`src/rtl/mul_div_unit.sv`:
```
// Multi-cycle signed multiply/divide engine feeding the ZHigh/ZLow register pair.
// Multiply is radix-4 Booth; divide is non-restoring on magnitudes with a sign-fix cycle.
module mul_div_unit #(
  parameter int WIDTH = 32
) (
  input  logic             clk,
  input  logic             reset,
  input  logic             start,
  input  logic             op,
  input  logic [WIDTH-1:0] operand_a,
  input  logic [WIDTH-1:0] operand_b,
  output logic             busy,
  output logic             done,
  output logic             div_by_zero,
  output logic [WIDTH-1:0] z_high,
  output logic [WIDTH-1:0] z_low
);

  localparam int CW = $clog2(WIDTH) + 1;
  localparam logic [CW-1:0] MUL_LAST = CW'(WIDTH/2 - 1);
  localparam logic [CW-1:0] DIV_LAST = CW'(WIDTH - 1);

  typedef enum logic [2:0] {S_IDLE, S_MUL, S_DIV, S_DIV_FIX, S_DONE} state_t;

  state_t             state;
  logic [CW-1:0]      cnt;
  logic [2*WIDTH-1:0] mcand;
  logic [WIDTH:0]     mplier;
  logic [2*WIDTH-1:0] acc;
  logic [WIDTH-1:0]   dvsr;
  logic [WIDTH+1:0]   rem;
  logic [WIDTH-1:0]   quo;
  logic               a_neg;
  logic               b_neg;

  logic [2*WIDTH-1:0] booth_term;
  logic [2*WIDTH-1:0] acc_next;
  logic [WIDTH+1:0]   rem_sh;
  logic [WIDTH+1:0]   rem_next;
  logic [WIDTH+1:0]   rem_fix;
  logic [WIDTH-1:0]   a_mag;
  logic [WIDTH-1:0]   b_mag;

  // Booth digit from the low triplet of the (appended-zero) multiplier.
  always_comb begin
    booth_term = '0;
    case (mplier[2:0])
      3'b001, 3'b010: booth_term = mcand;
      3'b011:         booth_term = mcand << 1;
      3'b100:         booth_term = -(mcand << 1);
      3'b101, 3'b110: booth_term = -mcand;
      default:        booth_term = '0;
    endcase
    acc_next = acc + booth_term;
  end

  always_comb begin
    a_mag    = operand_a[WIDTH-1] ? -operand_a : operand_a;
    b_mag    = operand_b[WIDTH-1] ? -operand_b : operand_b;
    rem_sh   = {rem[WIDTH:0], quo[WIDTH-1]};
    rem_next = rem[WIDTH+1] ? rem_sh + {2'b00, dvsr} : rem_sh - {2'b00, dvsr};
    rem_fix  = rem[WIDTH+1] ? rem + {2'b00, dvsr} : rem;
  end

  always_ff @(posedge clk or posedge reset) begin
    if (reset) begin
      state       <= S_IDLE;
      cnt         <= '0;
      mcand       <= '0;
      mplier      <= '0;
      acc         <= '0;
      dvsr        <= '0;
      rem         <= '0;
      quo         <= '0;
      a_neg       <= 1'b0;
      b_neg       <= 1'b0;
      busy        <= 1'b0;
      done        <= 1'b0;
      div_by_zero <= 1'b0;
      z_high      <= '0;
      z_low       <= '0;
    end else begin
      case (state)
        S_IDLE: begin
          done <= 1'b0;
          if (start) begin
            div_by_zero <= 1'b0;
            a_neg       <= operand_a[WIDTH-1];
            b_neg       <= operand_b[WIDTH-1];
            mcand       <= {{WIDTH{operand_a[WIDTH-1]}}, operand_a};
            mplier      <= {operand_b, 1'b0};
            acc         <= '0;
            dvsr        <= b_mag;
            rem         <= '0;
            quo         <= a_mag;
            if (!op) begin
              cnt   <= MUL_LAST;
              state <= S_MUL;
              busy  <= 1'b1;
            end else if (operand_b == '0) begin
              cnt         <= '0;
              z_high      <= operand_a;
              z_low       <= '0;
              div_by_zero <= 1'b1;
              state       <= S_DONE;
              done        <= 1'b1;
            end else begin
              cnt   <= DIV_LAST;
              state <= S_DIV;
              busy  <= 1'b1;
            end
          end
        end
        S_MUL: begin
          acc    <= acc_next;
          mcand  <= mcand << 2;
          mplier <= {{2{mplier[WIDTH]}}, mplier[WIDTH:2]};
          if (cnt == '0) begin
            z_high <= acc_next[2*WIDTH-1:WIDTH];
            z_low  <= acc_next[WIDTH-1:0];
            state  <= S_DONE;
            busy   <= 1'b0;
            done   <= 1'b1;
          end else begin
            cnt <= cnt - 1'b1;
          end
        end
        S_DIV: begin
          rem <= rem_next;
          quo <= {quo[WIDTH-2:0], ~rem_next[WIDTH+1]};
          if (cnt == '0) state <= S_DIV_FIX;
          else           cnt   <= cnt - 1'b1;
        end
        S_DIV_FIX: begin
          // Magnitude quotient of -2^(W-1)/-1 already equals the wrapped result.
          z_low  <= (a_neg ^ b_neg) ? -quo : quo;
          z_high <= a_neg ? -rem_fix[WIDTH-1:0] : rem_fix[WIDTH-1:0];
          state  <= S_DONE;
          busy   <= 1'b0;
          done   <= 1'b1;
        end
        S_DONE: begin
          state <= S_IDLE;
          done  <= 1'b0;
        end
        default: begin
          state <= S_IDLE;
          busy  <= 1'b0;
          done  <= 1'b0;
        end
      endcase
    end
  end

endmodule

```
`config.mk`:
```
export PLATFORM = sky130hd
export DESIGN_NAME = mul_div_unit
export DESIGN_NICKNAME = d
export VERILOG_FILES = /design/src/rtl/mul_div_unit.sv
export SDC_FILE = /design/constraint.sdc
export NUM_CORES = 1
export LEC_CHECK = 0
export CELL_PAD_IN_SITES_DETAIL_PLACEMENT = 0
export CELL_PAD_IN_SITES_GLOBAL_PLACEMENT = 1
export CORE_MARGIN = 8
export CORE_UTILIZATION = 50
export DETAILED_ROUTE_END_ITERATION = 16
export PLACE_DENSITY = 0.88
export SYNTH_ARGS = -nofsm -noshare
export SYNTH_HDL_FRONTEND = slang
export SYNTH_SLANG_ARGS = --single-unit
```
`constraint.sdc`:
```
create_clock -name clk -period 25.6 [get_ports clk]
set_clock_uncertainty 0.05 [all_clocks]
set_input_delay 7.68 -clock clk [delete_from_list [all_inputs] [get_ports clk]]
set_output_delay 7.68 -clock clk [all_outputs]
set_load 0.005 [all_outputs]
```
-- Word-level counts from Yosys, hierarchy flattened
Index checks and enable logic that the tools add are counted.
- register bits after elaboration: 337
- bits of input ports: 68
- logic and storage cells: 117
- $add $sub $neg: 11
- equality and inequality tests: 17
- multiplexer cells: 48
- bitwise logic cells: 5
- reduce and logical (&&, ||, !) cells: 20
- operators with widths (cell ; count):
    $mux 32 ; 14
    $pmux 64 s2 ; 2
    $pmux 64 s4 ; 1
    $pmux 32 s3 ; 2
    $mux 64 ; 2
    $neg 32->32 ; 4
    $neg 64->64 ; 2
    $mux 34 ; 2
    $pmux 34 s2 ; 1
    $pmux 33 s2 ; 1
    $add 64x64->64 ; 1
    $pmux 32 s2 ; 1
    $add 34x32->34 ; 1
    $sub 34x32->34 ; 1
    $mux 33 ; 1
    $add 32x32->32 ; 1
    $logic_not 32->1 ; 1
    $mux 3 ; 5
    $eq 3x2->1 const B ; 4
    $eq 3x3->1 const B ; 4
    $mux 6 ; 2
    $ne 2x2->1 const B ; 6
    $pmux 3 s4 ; 1
    $pmux 6 s2 ; 1
    other kinds (18) ; 40

-- Longest topological paths before layout
Gate-level depths: netlist of the first run.
- word-level depth: 6
- depth in mapped cells: 26
- depth with buffers taken out: 24

-- Worst setup path before layout of the first run
No wires, ideal clock.
- kind: input to register
- start: input operand_b[15]
- end: register z_low[22]
- data arrival time: 10526 ps
- required time: 25484 ps
- setup slack: 14958 ps
- stages on the path: 11
- path buffers: 2
- cell sequence: or4_1 > nor4_1 > or3b_2 > nor2_1 > nand4_1 > nor3b_1 > o21ai_1 > nor2_1 > clkbuf_1 > buf_1 > a22o_1
- cells in the longest elaborated chain, start to end: 3
- RTL lines (item ; RTL line ; text):
    from (decl) ; 11 ; input logic [WIDTH-1:0] operand_b,
    $logic_not 32->1 ; 100 ; end else if (operand_b == '0) begin
    $ne 2x2->1 (no line) ; n/a ;
    $reduce_and 5->1 (no line) ; n/a ;
    to (signal assigned) ; 120 ; z_low <= acc_next[WIDTH-1:0];
    to (signal assigned) ; 136 ; z_low <= (a_neg ^ b_neg) ? -quo : quo;
    to (decl) ; 16 ; output logic [WIDTH-1:0] z_low
Every way passes these cells.
A chain may end at the register's enable or synchronous reset.

-- Worst setup path after layout of the first run
- start: input operand_b[15]
- end: register z_low[5]
Same word-level chain as after synthesis.

==> results_dict.tcl, run 1 <==
set metrics [dict create \
    finalHoldViolCount 0 \
    numClockSinks 337 \
    synth_cells 3592 \
    via_count 28400 \
    startpoint_type "primary input" \
    clockBufferDepth 3 \
    drt_iter0_markers 2786 \
    track_usage 0.3194 \
    clkLatencyLatePin_ns 0.61 \
    path_cells "clkdlybuf4s50_1 -> or4_1 -> nor4_1 -> or3b_2 -> nor2_1 -> nand4_1 -> nor3b_1 -> o21ai_4 -> buf_4 -> inv_2 -> nand2_1 -> nand3_1 -> o21ai_0" \
    finalNetCount 3757 \
    post-dp-hpwl_um 76980 \
    drive_gt1_frac 0.05411 \
    crit_required_ns 25.98 \
    setup_viol 0 \
    arrival_ns 12.56 \
    post_cts_buffers 0 \
    yosysSeqAreaShare 0.2991 \
    grt-ovfl-total 0 \
    cts_buffers 42 \
    fill_cells 5235 \
    postRouteWirelength_um 105800 \
    synth-edff-count 0 \
    ys.flop_type "dfrtp_1" \
    clock.fmax_ghz 0.08211 \
    cts_tree "yes" \
    rsz0062_at_grt "false" \
    min_from "mplier[32]" \
    cp-end-kind "flop" \
    tns_ns 0 \
    core_area_sq_um 56060 \
    dp.cells 4263 \
    fin_crit_ns 12.18 \
    synth_fp_nets 3798 \
    syn_area_per_cell_sq_um 7.851 \
    syn_area_sq_um 28200 \
    cap_violations 0 \
    grt_pass1_wl_um 161300 \
    ys_warn_count 0 \
    ant_nets 0 \
    crit_family "simple AND/OR/NAND/NOR gates" \
    instances_no_fill 4345 \
    critPathLaunch "operand_b[15]" \
    drcViolationCount 0 \
    cts-htree-levels 2 \
    root_buffer "clkbuf_16" \
    area_delta_synth_final_pct 11.36 \
    viasPerCell 6.536 \
    port_buffers 134 \
    relSlewSlack 0.09523 \
    fin_crit_sh 0.4757 \
    synth_cell_types 103 \
    hold_path_class "reg2reg" \
    clk_pin_slew_ns 0.06 \
    crit_type "in2reg" \
    antenna_found_initial 4 \
    dieArea_sq_um 64250 \
    wl_per_cell_um 24.35 \
    rows 87 \
    cts_resized 0 \
    finalMaxSlewViolations 0 \
    ys_ff_latch 337 \
    gp_congestion 0.9692 \
    status "complete, no violations" \
    slowest_delay_ns 0.70 \
    worstPathMaxFanout 52 \
    tightest_slew_ns 1.353 \
    start_util 0.5030 \
    crit_buf_inv 3 \
    ios 135 \
    r2r_start "mplier[0]" \
    cp_slowest_cell "nand2_1" \
    drt_pass1_iterations 8 \
    grt_pass1_vias 26900 \
    holdBufCountCts 0 \
    grt_max_degree 83 \
    ys_async_sr_fraction 1.000 \
    die_h_um 253.5 \
    die_w_um 253.5 \
]
==> path summary, 6_finish.rpt <==
path	end	slack [ns]	cells past startpoint
worst max-delay path	z_low[5]	13.42	13
worst min-delay path	mplier[32]	0.43	2
worst max register to register	z_high[3]	18.16	17
worst min register to register	mplier[32]	0.43	2
max in group asynchronous	mplier[2]	14.80	5
min in group asynchronous	z_low[14]	7.48	2
==> per-layer routing <==
metal	vias up	wire length (um)	global-route usage
met5	-	0	0
met3	299	8898	0.05164
met1	13690	42810	0.4140
li1	13000	-	-
met4	0	6426	0.1810
met2	1410	47650	0.5042
==> worst min-delay path, stage by stage (launching register included) <==
cell and delay (ns):
dfrtp_1 0.33, nand2_1 0.05, nand2_1 0.06
==> synthesized netlist by cell type (12+ instances only) <==
cell type | number | area (sq um)
and2_1 | 19 | 118.9
o221ai_1 | 18 | 157.7
xnor2_1 | 150 | 1314
or3_1 | 57 | 356.6
o21a_1 | 23 | 172.7
inv_1 | 66 | 247.7
o41ai_1 | 17 | 148.9
nor4_1 | 28 | 175.2
a22o_1 | 33 | 289.0
dfrtp_1 | 337 | 8433
a21o_1 | 77 | 578.1
nor3_1 | 73 | 365.4
a221o_1 | 43 | 430.4
ha_1 | 135 | 1689
clkbuf_1 | 224 | 840.8
or2_2 | 19 | 118.9
o211ai_1 | 27 | 202.7
a21oi_1 | 242 | 1211
a31oi_1 | 38 | 237.7
or4_1 | 22 | 165.2
nand3b_1 | 13 | 97.59
a22oi_1 | 72 | 540.5
mux2i_1 | 18 | 180.2
buf_2 | 12 | 60.06
a211oi_1 | 16 | 120.1
o31ai_1 | 44 | 330.3
nand3_1 | 75 | 375.4
nor2_1 | 336 | 1261
o21bai_1 | 14 | 105.1
buf_1 | 25 | 93.84
nor2b_1 | 21 | 131.4
o21ai_0 | 310 | 1551
xor2_1 | 171 | 1498
nand4_1 | 37 | 231.5
a221oi_1 | 21 | 183.9
o22ai_1 | 78 | 488.0
nand2_1 | 458 | 1719
nand2b_1 | 35 | 219.0
and3_1 | 25 | 156.4
==> registers in the layout, summed over array words and instances, names as in the netlist, 32 cells and up <==
register,cells
dvsr,32
mplier,33
acc,64
quo,32
mcand,64
rem,34
z_low,32
z_high,32
==> cell families after synthesis <==
family	after synthesis	share of synthesized area
muxes	23	0.008652
AOI/OAI and AO/OA	1186	0.2770
adders and majority gates	138	0.06203
buffers and inverters	333	0.04526
xor gates and xnor gates	322	0.1005
and+or+nand+nor	1253	0.2075
DFF	337	0.2991
==> cells in the final DEF, fill, tap and decap left out, drive strengths merged, types with 37 or more instances in the layout <==
| cell | instances |
|---|---|
| xnor2 | 150 |
| nand2 | 459 |
| nand3 | 75 |
| xor2 | 171 |
| a22oi | 73 |
| nand4 | 37 |
| a21o | 77 |
| dfrtp | 337 |
| a221o | 43 |
| o22ai | 78 |
| ha | 135 |
| a31oi | 38 |
| a21oi | 244 |
| nor2 | 336 |
| o21ai | 319 |
| buf | 44 |
| or3 | 57 |
| nor3 | 77 |
| clkdlybuf4s50 | 134 |
| o31ai | 45 |
| inv | 68 |
| clkbuf | 56 |
==> stage by stage <==
stage / area (sq um) / hold slack [ns] / setup WS [ns] / utilization
2_1_floorplan: 28200 / 0.3893 / 8.532 / -
3_3_place_gp: 29890 / 0.4078 / 13.00 / 0.5332
3_5_place_dp: 29890 / 0.4147 / 12.89 / 0.5332
4_1_cts: 31390 / 0.4276 / 13.52 / 0.5600
5_1_grt: 31390 / 0.4420 / 13.10 / 0.5600
6_report: 31400 / 0.4287 / 13.42 / 0.5602
==> cell type report <==
type	count	area [sq um]	share of cell area
clock inverter	22	337.8	0.01076
multi-input combinational	2922	18570	0.5912
tap	756	945.9	0.03012
inverter	70	270.3	0.008606
clock buffer	56	1164	0.03705
sequential	337	8437	0.2687
antenna	4	10.01	0.0003188
timing repair buffer	178	1672	0.05323
Power of run 1 is left out: the tool's default activity adds up to more than one toggle a clock period on the data nets, which glitch-free logic cannot reach.
==> run 2: changes to the inputs <==
--- a/config.mk
+++ b/config.mk
@@ -8,9 +8,9 @@
 export CELL_PAD_IN_SITES_DETAIL_PLACEMENT = 0
 export CELL_PAD_IN_SITES_GLOBAL_PLACEMENT = 1
 export CORE_MARGIN = 8
-export CORE_UTILIZATION = 50
+export CORE_UTILIZATION = 42
 export DETAILED_ROUTE_END_ITERATION = 16
-export PLACE_DENSITY = 0.88
+export PLACE_DENSITY = 0.79
 export SYNTH_ARGS = -nofsm -noshare
 export SYNTH_HDL_FRONTEND = slang
 export SYNTH_SLANG_ARGS = --single-unit
==> constraint.sdc (replaced) <==
create_clock -name clk -period 11.05 [get_ports clk]
set_clock_uncertainty 0.05 [all_clocks]
set_input_delay 3.315 -clock clk [delete_from_list [all_inputs] [get_ports clk]]
set_output_delay 3.315 -clock clk [all_outputs]
set_load 0.005 [all_outputs]
==> results_dict.tcl, run 2 (synthesis results as in run 1) <==
set metrics [dict create \
    grt_pass1_wl_um 158600 \
    multi_input_area_sq_um 18570 \
    top_regs "acc x64, mcand x64, rem x34" \
    grt-ovfl-total 0 \
    finalHoldViolCount 0 \
    clock.fmax_ghz 0.1297 \
    clockBufferDepth 3 \
    cts_buffers 42 \
    numClockSinks 337 \
    dieArea_sq_um 75690 \
    finalMaxSlewViolations 0 \
    drt_iter0_markers 2379 \
    post-dp-hpwl_um 76370 \
    crit_type "in2reg" \
    gp_congestion 0.9315 \
    grt_pass1_vias 25470 \
    wl_per_cell_um 23.39 \
    start_util 0.4221 \
    fin_crit_sh 0.6978 \
    tns_ns 0 \
    grt_max_degree 164 \
    instances_no_fill 4459 \
    cap_violations 0 \
    clk_pin_slew_ns 0.06 \
    clkLatencyLatePin_ns 0.61 \
    viasPerCell 6.164 \
    root_buffer "clkbuf_16" \
    drcViolationCount 0 \
    crit_required_ns 11.43 \
    drive_gt1_frac 0.05579 \
    worstPathMaxFanout 52 \
    track_usage 0.2679 \
    postRouteWirelength_um 104300 \
    status "complete, no violations" \
    hold_depth 2 \
    setup_viol 0 \
    post_cts_buffers 0 \
    layout_commonest_cell "nand2_1" \
    startpoint_type "primary input" \
    layout_common_cells "nand2_1, dfrtp_1, nor2_1, o21ai_0, a21oi_1" \
    die_w_um 275.1 \
    ff2ff_path_depth 22 \
    drt_pass1_iterations 5 \
    rsz0062_at_grt "false" \
    core_area_sq_um 66800 \
    ios 135 \
    antenna_found_initial 5 \
    arrival_ns 8.09 \
    hold_path_class "reg2reg" \
    cts_tree "yes" \
    cts-htree-levels 2 \
    cts_resized 0 \
    via_count 27480 \
    relSlewSlack 0.1979 \
    regArea_sq_um 8437 \
    area_delta_synth_final_pct 12.21 \
    port_buffers 134 \
    finalNetCount 3758 \
    ant_nets 0 \
    fill_cells 6668 \
    rows 95 \
    tightest_slew_ns 1.200 \
    die_h_um 275.1 \
    fin_crit_ns 7.710 \
    holdBufCountCts 0 \
    dp.cells 4381 \
    cp-end-kind "flop" \
]
-- run 2: final cells by class --
cell class | instances | share of cell area
Clock buffer | 55 | 0.03824
Timing Repair Buffer | 179 | 0.05386
Multi-Input combinational cell | 2922 | 0.5868
Clock inverter | 22 | 0.01147
Antenna cell | 1 | 0.00007909
Inverter | 70 | 0.008423
Sequential cell | 337 | 0.2666
Tap cell | 873 | 0.03452
-- run 2: critical path, cell delays in order --
cell and delay, ns:
clkdlybuf4s50_1 0.51, or4_1 0.63, nor4_1 0.30, or3b_2 0.52, nor2_1 0.14, nand4_1 0.32
nor3b_1 0.44, o21ai_4 0.07, buf_4 0.33, inv_2 0.31, nand2_1 0.70, nand3_1 0.32
o21ai_0 0.14
-- run 2: final timing paths --
check,from,slack [ns],end
worst max-delay path,operand_b[15],3.34,z_low[18]
worst min register to register,mplier[32],0.42,mplier[32]
worst min-delay path,mplier[32],0.42,mplier[32]
min in group asynchronous,reset,3.23,quo[13]
max in group asynchronous,reset,6.22,mplier[1]
worst max register to register,mcand[14],3.74,z_high[31]
-- run 2: through the flow --
step	setup slack, ns	instance area [sq um]	utilization	hold WS (ns)
after floorplan	3.180	28200	-	0.3893
after global placement	2.925	30070	0.4501	0.4032
after detailed placement	2.808	30070	0.4501	0.4081
after CTS	3.434	31640	0.4736	0.4234
after global routing	3.060	31640	0.4736	0.4497
final	3.340	31640	0.4737	0.4210
-- run 2: layer usage --
metal | GRT usage | share of wire
met2 | 0.4181 | 0.44
met5 | 0 | 0
met3 | 0.05222 | 0.080
met1 | 0.3606 | 0.43
met4 | 0.1113 | 0.046
Power of run 2 is left out for the same reason.
